--- config.mk ---
export PLATFORM = sky130hd
export DESIGN_NAME = demux_fifo_n_flat
export DESIGN_NICKNAME = d
export VERILOG_FILES = /design/src/rtl/demux_fifo_n_if.sv /design/src/rtl/demux_fifo_n.sv /design/src/flat_wrapper.sv
export SDC_FILE = /design/constraint.sdc
export NUM_CORES = 1
export LEC_CHECK = 0
export CAP_MARGIN = 40
export CORE_ASPECT_RATIO = 1.75
export CORE_MARGIN = 1
export CORE_UTILIZATION = 38
export CTS_CLUSTER_DIAMETER = 200
export DETAILED_ROUTE_END_ITERATION = 8
export GPL_TIMING_DRIVEN = 1
export PLACE_DENSITY = 0.53
export SYNTH_ARGS = -nofsm -noshare
export SYNTH_HDL_FRONTEND = slang
export SYNTH_SLANG_ARGS = --single-unit
--- constraint.sdc ---
create_clock -name clk -period 4.85 [get_ports clk]
set_input_delay 1.455 -clock clk [delete_from_list [all_inputs] [get_ports clk]]
set_output_delay 1.455 -clock clk [all_outputs]
set_load 0.05 [all_outputs]
--- src/rtl/demux_fifo_n_if.sv ---
// demux_fifo_n_if: producer/consumer bundle for demux_fifo_n.
// master = producer + consumers side, slave = demux side.
interface demux_fifo_n_if #(
  parameter int DATA_W  = 12,
  parameter int N_CH    = 4,
  parameter int CLASS_W = 2
);
  logic [DATA_W-1:0]      data_in;
  logic [CLASS_W-1:0]     cls;
  logic                   valid_in;
  logic                   ready_out;
  logic [N_CH*DATA_W-1:0] data_out;
  logic [N_CH-1:0]        valid_out;
  logic [N_CH-1:0]        ready_in;
  logic [N_CH-1:0]        full;
  logic                   err;
  logic                   drop;

  modport master (
    output data_in, cls, valid_in, ready_in,
    input  ready_out, data_out, valid_out,
    input  full, err, drop
  );

  modport slave (
    input  data_in, cls, valid_in, ready_in,
    output ready_out, data_out, valid_out,
    output full, err, drop
  );
endinterface

--- src/rtl/demux_fifo_n.sv ---
// demux_fifo_n: class demux into N_CH show-ahead FIFOs.
// Define DEMUX_DROP_EN to discard words for full channels.
module demux_fifo_n #(
  parameter int DATA_W  = 12,
  parameter int N_CH    = 4,
  parameter int CLASS_W = 2,
  parameter int DEPTH   = 4
) (
  input logic          clk,
  input logic          reset,
  demux_fifo_n_if.slave bus
);
  localparam int ADDR_W = $clog2(DEPTH);
  localparam logic [CLASS_W:0] N_CH_L =
    (CLASS_W+1)'(N_CH);
  localparam logic [ADDR_W:0] DEPTH_L =
    (ADDR_W+1)'(DEPTH);

  logic [N_CH-1:0] push;
  logic [N_CH-1:0] pop;
  logic [N_CH-1:0] valid_v;
  logic [N_CH-1:0] full_v;
  logic            in_range;
  logic            sel_full;
  logic            accept;

  // class decode and full flag of the addressed channel
  always_comb begin
    in_range = ({1'b0, bus.cls} < N_CH_L);
    sel_full = 1'b0;
    for (int k = 0; k < N_CH; k++) begin
      if (bus.cls == CLASS_W'(k))
        sel_full = full_v[k];
    end
  end

`ifdef DEMUX_DROP_EN
  assign bus.ready_out = 1'b1;
`else
  assign bus.ready_out = !in_range || !sel_full;
`endif

  assign accept    = bus.valid_in & bus.ready_out;
  assign bus.valid_out = valid_v;
  assign bus.full      = full_v;

  for (genvar k = 0; k < N_CH; k++) begin : g_ch
    logic [DATA_W-1:0] mem [DEPTH];
    logic [ADDR_W-1:0] wr_ptr;
    logic [ADDR_W-1:0] rd_ptr;
    logic [ADDR_W:0]   cnt;

    assign valid_v[k] = (cnt != '0);
    assign full_v[k]  = (cnt == DEPTH_L);
    assign push[k] = accept && in_range &&
                     (bus.cls == CLASS_W'(k)) &&
                     !full_v[k];
    assign pop[k]  = valid_v[k] & bus.ready_in[k];
    assign bus.data_out[k*DATA_W +: DATA_W] =
      valid_v[k] ? mem[rd_ptr] : '0;

    // pointer and occupancy bookkeeping
    always_ff @(posedge clk or posedge reset) begin
      if (reset) begin
        wr_ptr <= '0;
        rd_ptr <= '0;
        cnt    <= '0;
      end else begin
        if (push[k])
          wr_ptr <= wr_ptr + ADDR_W'(1);
        if (pop[k])
          rd_ptr <= rd_ptr + ADDR_W'(1);
        unique case ({push[k], pop[k]})
          2'b10:   cnt <= cnt + (ADDR_W+1)'(1);
          2'b01:   cnt <= cnt - (ADDR_W+1)'(1);
          default: cnt <= cnt;
        endcase
      end
    end

    // storage write, deliberately not reset
    always_ff @(posedge clk) begin
      if (push[k])
        mem[wr_ptr] <= bus.data_in;
    end
  end

  logic err_q;

  // one-cycle pulse for discarded out-of-range words
  always_ff @(posedge clk or posedge reset) begin
    if (reset) err_q <= 1'b0;
    else       err_q <= accept & !in_range;
  end

  assign bus.err = err_q;

`ifdef DEMUX_DROP_EN
  logic drop_q;

  // one-cycle pulse for words lost to a full channel
  always_ff @(posedge clk or posedge reset) begin
    if (reset) drop_q <= 1'b0;
    else       drop_q <= accept & in_range & sel_full;
  end

  assign bus.drop = drop_q;
`else
  assign bus.drop = 1'b0;
`endif
endmodule

--- src/flat_wrapper.sv ---
// flat-port wrapper written by rule: the top's interface ports become plain ports
module demux_fifo_n_flat 
#(
  parameter int DATA_W  = 12,
  parameter int N_CH    = 4,
  parameter int CLASS_W = 2,
  parameter int DEPTH   = 4
)
  (clk, reset, bus_data_in, bus_cls, bus_valid_in, bus_ready_in, bus_ready_out, bus_data_out, bus_valid_out, bus_full, bus_err, bus_drop);
  demux_fifo_n_if #(.DATA_W(DATA_W), .N_CH(N_CH), .CLASS_W(CLASS_W)) bus_i ();
  input logic clk;
  input logic reset;
  input wire logic [$bits(bus_i.data_in)-1:0] bus_data_in;
  input wire logic [$bits(bus_i.cls)-1:0] bus_cls;
  input wire logic [$bits(bus_i.valid_in)-1:0] bus_valid_in;
  input wire logic [$bits(bus_i.ready_in)-1:0] bus_ready_in;
  output wire logic [$bits(bus_i.ready_out)-1:0] bus_ready_out;
  output wire logic [$bits(bus_i.data_out)-1:0] bus_data_out;
  output wire logic [$bits(bus_i.valid_out)-1:0] bus_valid_out;
  output wire logic [$bits(bus_i.full)-1:0] bus_full;
  output wire logic [$bits(bus_i.err)-1:0] bus_err;
  output wire logic [$bits(bus_i.drop)-1:0] bus_drop;
  assign bus_i.data_in = bus_data_in;
  assign bus_i.cls = bus_cls;
  assign bus_i.valid_in = bus_valid_in;
  assign bus_i.ready_in = bus_ready_in;
  assign bus_ready_out = bus_i.ready_out;
  assign bus_data_out = bus_i.data_out;
  assign bus_valid_out = bus_i.valid_out;
  assign bus_full = bus_i.full;
  assign bus_err = bus_i.err;
  assign bus_drop = bus_i.drop;
  demux_fifo_n #(.DATA_W(DATA_W), .N_CH(N_CH), .CLASS_W(CLASS_W), .DEPTH(DEPTH)) u_core (.clk(clk), .reset(reset), .bus(bus_i));
endmodule
==> flow_summary.ini, run 1 <==
[placement]
dpl_cell_area_um2 = 10100
hpwl_um = 11400
place_congestion = 0.703
io_buffers = 77

[clock_network]
cts_tree = done
clockBufferDepth = 3
cts_htree_levels = 1
cts_sinks = 220
clock_latency_ns = 0.48
cts_post_setup_buffers_inserted = 0
root_buffer = clkbuf_16
numCtsBuffers = 20
clkTransAtPathRegs_ns = 0.06
post_cts_resized = 0
holdBufCountCts = 0

[setup_path]
timing.rr.start = u_core.g_ch[2].cnt[0]
cp.required_ns = 3.39
critical_path.max_fanout = 11
cp-startpoint = u_core.g_ch[1].rd_ptr[0]
start_kind = flop
endpoint_kind = output pin
crit_arrival_ns = 2.86
worstRegToRegCells = 9
worstSetupPathType = flop to output pin
r2r_end = u_core.g_ch[2].cnt[2]
rrSetupSlack_ns = 2.49

[drt]
drc = 0
dr.pass1.iters = 4
wl_per_cell_um = 20.6
vias = 4257
via_per_inst = 4.89
ant_nets = 0
first_iter_violations = 151
drt-total-wl_um = 17900

[die]
start_util_pct = 38.6
die_w_um = 118
die_area_um2 = 24400
fp.dieH_um = 206
coreArea_um2 = 23300
rows = 74
top_level_ports = 80

[timing]
hold_viol = 0
post-route-min-period_ns = 4.32
setup_viol = 0
fmax_mhz = 231
max-slew-margin-rel_pct = 50.6
skew_ns = 0.00780
drv_slew = 0
setup_tns_ns = 0
tightest_slew_ns = 0.739
fin_crit_sh_pct = 89.1
rsz0062_at_grt = false

[synthesis]
yosys_register_bits = 220
yosysMostFrequentCell = edfxtp_1
synth_area_um2 = 9010
synth_edf_count = 192
yosysWarnings = 0
yosys.area.top_type = edfxtp_1
yosys_most_used_dff = edfxtp_1
async_flop_share_pct = 12.7
avgSynthCellArea_um2 = 19.4
synth_top_area_share_pct = 64.0
synthDistinctLibCells = 31
seq_area_frac_synth_pct = 71.8
netlist_instances = 464
ys_top_cells_by_count = edfxtp_1 (192), and2_1 (64), mux4_2 (48), dfrtp_1 (28), inv_1 (27)
ys_top_cells_by_area = edfxtp_1 (64%), mux4_2 (12%), dfrtp_1 (7.8%)

[layout]
syn2layout_area_growth_pct = 19.1
num-nets-final = 597
drive_gt1_share_pct = 17.0
final_area_um2 = 10700
diodes = 0
nFillCells = 2052

[worst_hold_path]
holdCritPathClass = flop to flop
min_path_cells = 1
hp-start = u_core.g_ch[3].cnt[2]
whs_endpoint = u_core.g_ch[3].cnt[2]

[global_routing]
overflow = 0
grt.total_usage_pct = 15.2
antenna_found_initial = 0
grt_max_degree = 29
grt_pass1_wl_um = 27000
first_global_vias = 4636

[pwr]
p_leak_nw = 3.68
ir_drop_v = 0.000331
p_per_area_nw_per_um2 = 656

[run]
maxCapViolations = 0

[status]
outcome = complete, no violations
-- registers in the layout (all words and copies together), names as in the netlist --
name	count
u_core.g_ch.mem	192
u_core.g_ch.cnt	12
u_core.g_ch.rd_ptr	8
u_core.g_ch.wr_ptr	8
-- cells in the final DEF, fill, tap and decap left out --
cell	instances
mux2_2	3
clkbuf_16	21
edfxtp_1	192
nand3_1	4
buf_12	1
or3b_1	1
nor2_1	4
nor4b_4	1
clkinv_2	2
and2_1	64
fa_1	4
mux2_4	1
conb_1	2
mux2i_1	5
mux4_2	48
and4b_1	1
clkinvlp_4	1
a211oi_1	1
ha_1	20
clkbuf_1	7
inv_1	27
and2_2	4
dfrtp_1	28
and4bb_2	1
buf_4	7
nor3_2	2
clkdlybuf4s50_1	76
nand2_1	1
or3_2	1
a21o_1	1
clkinv_1	2
or3_1	3
clkbuf_8	3
xor2_1	12
nor3b_1	3
xnor2_1	12
-- layout make-up --
cell class                      instances  area [um^2]  area share, %
Multi-Input combinational cell        199         2340           21.8
Timing Repair Buffer                   84          833           7.76
Clock buffer                           31          593           5.52
Inverter                               27          101          0.944
Tap cell                              304          380           3.54
Clock inverter                          5         25.0          0.233
Sequential cell                       220         6470           60.2
-- how the worst max path moves through the flow --
stage	end	slack (ns)	cells after the start
4_1_cts	bus_data_out[21]	0.46	4
6_report	bus_data_out[21]	0.53	4
5_1_grt	bus_data_out[18]	0.33	4
3_3_place_gp	bus_ready_out	0.65	5
2_1_floorplan	bus_ready_out	1.00	3
3_5_place_dp	bus_ready_out	0.60	5
-- critical path, stage by stage (launching register included) --
cell and delay, ns:
dfrtp_1 0.76, buf_4 0.28, mux4_2 0.49, and2_1 0.16
clkdlybuf4s50_1 0.69
-- metal layers --
metal	up-vias	share of wire [%]	GRT usage, %
met5	-	0	0
met4	0	3.2	5.97
met3	32	3.4	2.13
met2	92	55	29.3
met1	2214	38	16.5
li1	1919	-	-
-- per-stage QoR --
step / hold WS, ns / power [mW] / std cells / util (%) / setup slack, ns
2_1_floorplan: 0.447 / 4.69 / 465 / - / 1.00
4_1_cts: 0.480 / 7.15 / 870 / 46.0 / 0.459
3_3_place_gp: 0.462 / 5.57 / 834 / 43.4 / 0.646
3_5_place_dp: 0.472 / 5.64 / 834 / 43.4 / 0.605
6_report: 0.477 / 7.04 / 870 / 46.0 / 0.530
5_1_grt: 0.502 / 7.36 / 870 / 46.0 / 0.334
-- power breakdown --
group	switching (mW)	internal [mW]	leakage [nW]	total [mW]
Combinational	1.80	1.23	1.32	3.03
Clock	0.648	0.843	0.300	1.49
Sequential	0.236	2.28	2.06	2.52
Total	2.68	4.35	3.68	7.04
-- cell families (layout without fill, tap and decap cells) --
logic type / count (synthesis) / in the layout / synth area share, %
AND/OR/NAND/NOR: 90 / 90 / 6.58
buffers and inverters: 46 / 147 / 2.36
XOR/XNOR: 24 / 24 / 2.33
other: 1 / 2 / 0.0416
adder cells (fa/ha/maj): 24 / 24 / 3.67
flip-flops: 220 / 220 / 71.8
AO/OA/AOI/OAI: 2 / 2 / 0.167
multiplexers: 57 / 57 / 13.1
Power figures use the tool's default switching activity.
==> run 2: changes to the inputs <==
--- a/config.mk
+++ b/config.mk
@@ -9,7 +9,7 @@
 export CORE_ASPECT_RATIO = 1.75
 export CORE_MARGIN = 1
 export CORE_UTILIZATION = 38
-export CTS_CLUSTER_DIAMETER = 200
+export CTS_CLUSTER_DIAMETER = 150
 export DETAILED_ROUTE_END_ITERATION = 8
 export GPL_TIMING_DRIVEN = 1
 export PLACE_DENSITY = 0.53
==> results of run 2 <==
The final DEF is identical to that of run 1; final timing and power are the same.
==> run 3: changes to the inputs <==
--- a/config.mk
+++ b/config.mk
@@ -6,7 +6,7 @@
 export NUM_CORES = 1
 export LEC_CHECK = 0
 export CAP_MARGIN = 40
-export CORE_ASPECT_RATIO = 1.75
+export CORE_ASPECT_RATIO = 1.25
 export CORE_MARGIN = 1
 export CORE_UTILIZATION = 38
 export CTS_CLUSTER_DIAMETER = 150
==> run 3 against run 2 <==
Compared with the run above:
- count of clock-buffer cells in the layout decreased by 4
- clock skew increased by 0.00098 ns
- wire length decreased by 2.5%
- non-clock buffer count unchanged
- die area about the same
- critical path type unchanged
- critical endpoint is now bus_data_out[13]
- largest power group unchanged
==> flow_summary.ini, run 3 (synthesis results as in run 1) <==
[layout]
diodes = 0
nFillCells = 1968
num-nets-final = 599
final_area_um2 = 10800
seqCellArea_um2 = 6470
final_cells = 858
layout_common_cells = edfxtp_1 (192), clkdlybuf4s50_1 (76), and2_1 (64)
drive_gt1_share_pct = 17.5
regMostFlops = u_core.g_ch.mem
reg_top3 = u_core.g_ch.mem: 192 flops, u_core.g_ch.cnt: 12 flops
multi_input_area_um2 = 2340
final_common_cell = edfxtp_1
largest_register_ffs = 192
syn2layout_area_growth_pct = 20.2

[die]
rows = 62
start_util_pct = 39.0
die_w_um = 140
die_area_um2 = 24300
fp.dieH_um = 174
coreArea_um2 = 23100
top_level_ports = 80

[setup_path]
cp.required_ns = 3.39
cp.depth = 3
worst-path-buf-inv = 1
endpoint_kind = output pin
start_kind = flop
rrSetupSlack_ns = 2.37
critical_path.max_fanout = 13
critPathMaxStageDelay_ns = 0.88
cpLargestDelayFamily = flip-flops
path_cells = mux4_2 -> and2_1 -> clkdlybuf4s50_1
crit_arrival_ns = 2.85
critical_path.slowest_cell = dfrtp_1
worstSetupPathType = flop to output pin
worstRegToRegCells = 9

[timing]
worst_slack_ns = 0.549
tightest_slew_ns = 0.825
fmax_mhz = 232
setup_tns_ns = 0
skew_ns = 0.00878
fin_crit_sh_pct = 88.7
drv_slew = 0
setup_viol = 0
hold_viol = 0
post-route-min-period_ns = 4.30
rsz0062_at_grt = false
max-slew-margin-rel_pct = 45.0

[drt]
ant_nets = 0
drt-total-wl_um = 17500
wl_per_cell_um = 20.3
via_per_inst = 5.00
drc = 0
first_iter_violations = 216
dr.pass1.iters = 4
vias = 4290

[placement]
dpl_worst_slack_ns = 0.596
dp.cells = 818
io_buffers = 77
place_congestion = 0.723
dpl_cell_area_um2 = 10100
hpwl_um = 11000

[clock_network]
clock_latency_ns = 0.49
holdBufCountCts = 0
clockBufferDepth = 3
cts_sinks = 220
root_buffer = clkbuf_16
post_cts_resized = 0
cts_htree_levels = 1
clkTransAtPathRegs_ns = 0.06
cts_post_setup_buffers_inserted = 0
cts_tree = done
numCtsBuffers = 22

[pwr]
power.total_mw = 7.23
ir_drop_v = 0.000286
p_leak_nw = 3.74
p_per_area_nw_per_um2 = 667

[run]
maxCapViolations = 0

[global_routing]
grt.total_usage_pct = 15.0
grt_max_degree = 29
first_global_vias = 4573
grt_pass1_wl_um = 27000
antenna_found_initial = 0
overflow = 0

[worst_hold_path]
min_path_cells = 1
holdCritPathClass = flop to flop

[status]
outcome = complete, no violations
run 3: routing by layer:
layer	GRT usage [%]	up-vias	wire, um
met1	18.6	2264	7190
met5	0	-	0
met2	27.2	72	9390
li1	-	1934	-
met3	2.18	20	605
met4	3.66	0	269
run 3: through the flow:
step	hold WS, ns	utilization, %
after floorplan	0.447	-
after global placement	0.463	43.6
after detailed placement	0.477	43.7
after CTS	0.486	46.9
after global routing	0.508	46.9
final	0.485	46.9
run 3: layout make-up:
class / instances / share of cell area (%)
clock buffer: 27 / 5.45
multi-input combinational: 199 / 21.6
tap: 288 / 3.33
sequential: 220 / 59.7
inverter: 27 / 0.936
timing repair buffer: 84 / 7.76
clock inverter: 13 / 1.27
run 3: where the power goes:
part / internal (mW) / total [mW] / switching, mW
Sequential: 2.28 / 2.55 / 0.267
Combinational: 1.23 / 2.99 / 1.75
Clock: 1.03 / 1.70 / 0.671
run 3: final timing paths:
path                                             to                      from
max                                bus_data_out[13]  u_core.g_ch[1].rd_ptr[0]
min                           u_core.g_ch[0].cnt[2]     u_core.g_ch[0].cnt[2]
max reg2reg                   u_core.g_ch[1].cnt[2]     u_core.g_ch[1].cnt[0]
min reg2reg                   u_core.g_ch[0].cnt[2]     u_core.g_ch[0].cnt[2]
max in group asynchronous  u_core.g_ch[3].rd_ptr[1]                     reset
min in group asynchronous     u_core.g_ch[0].cnt[2]                     reset
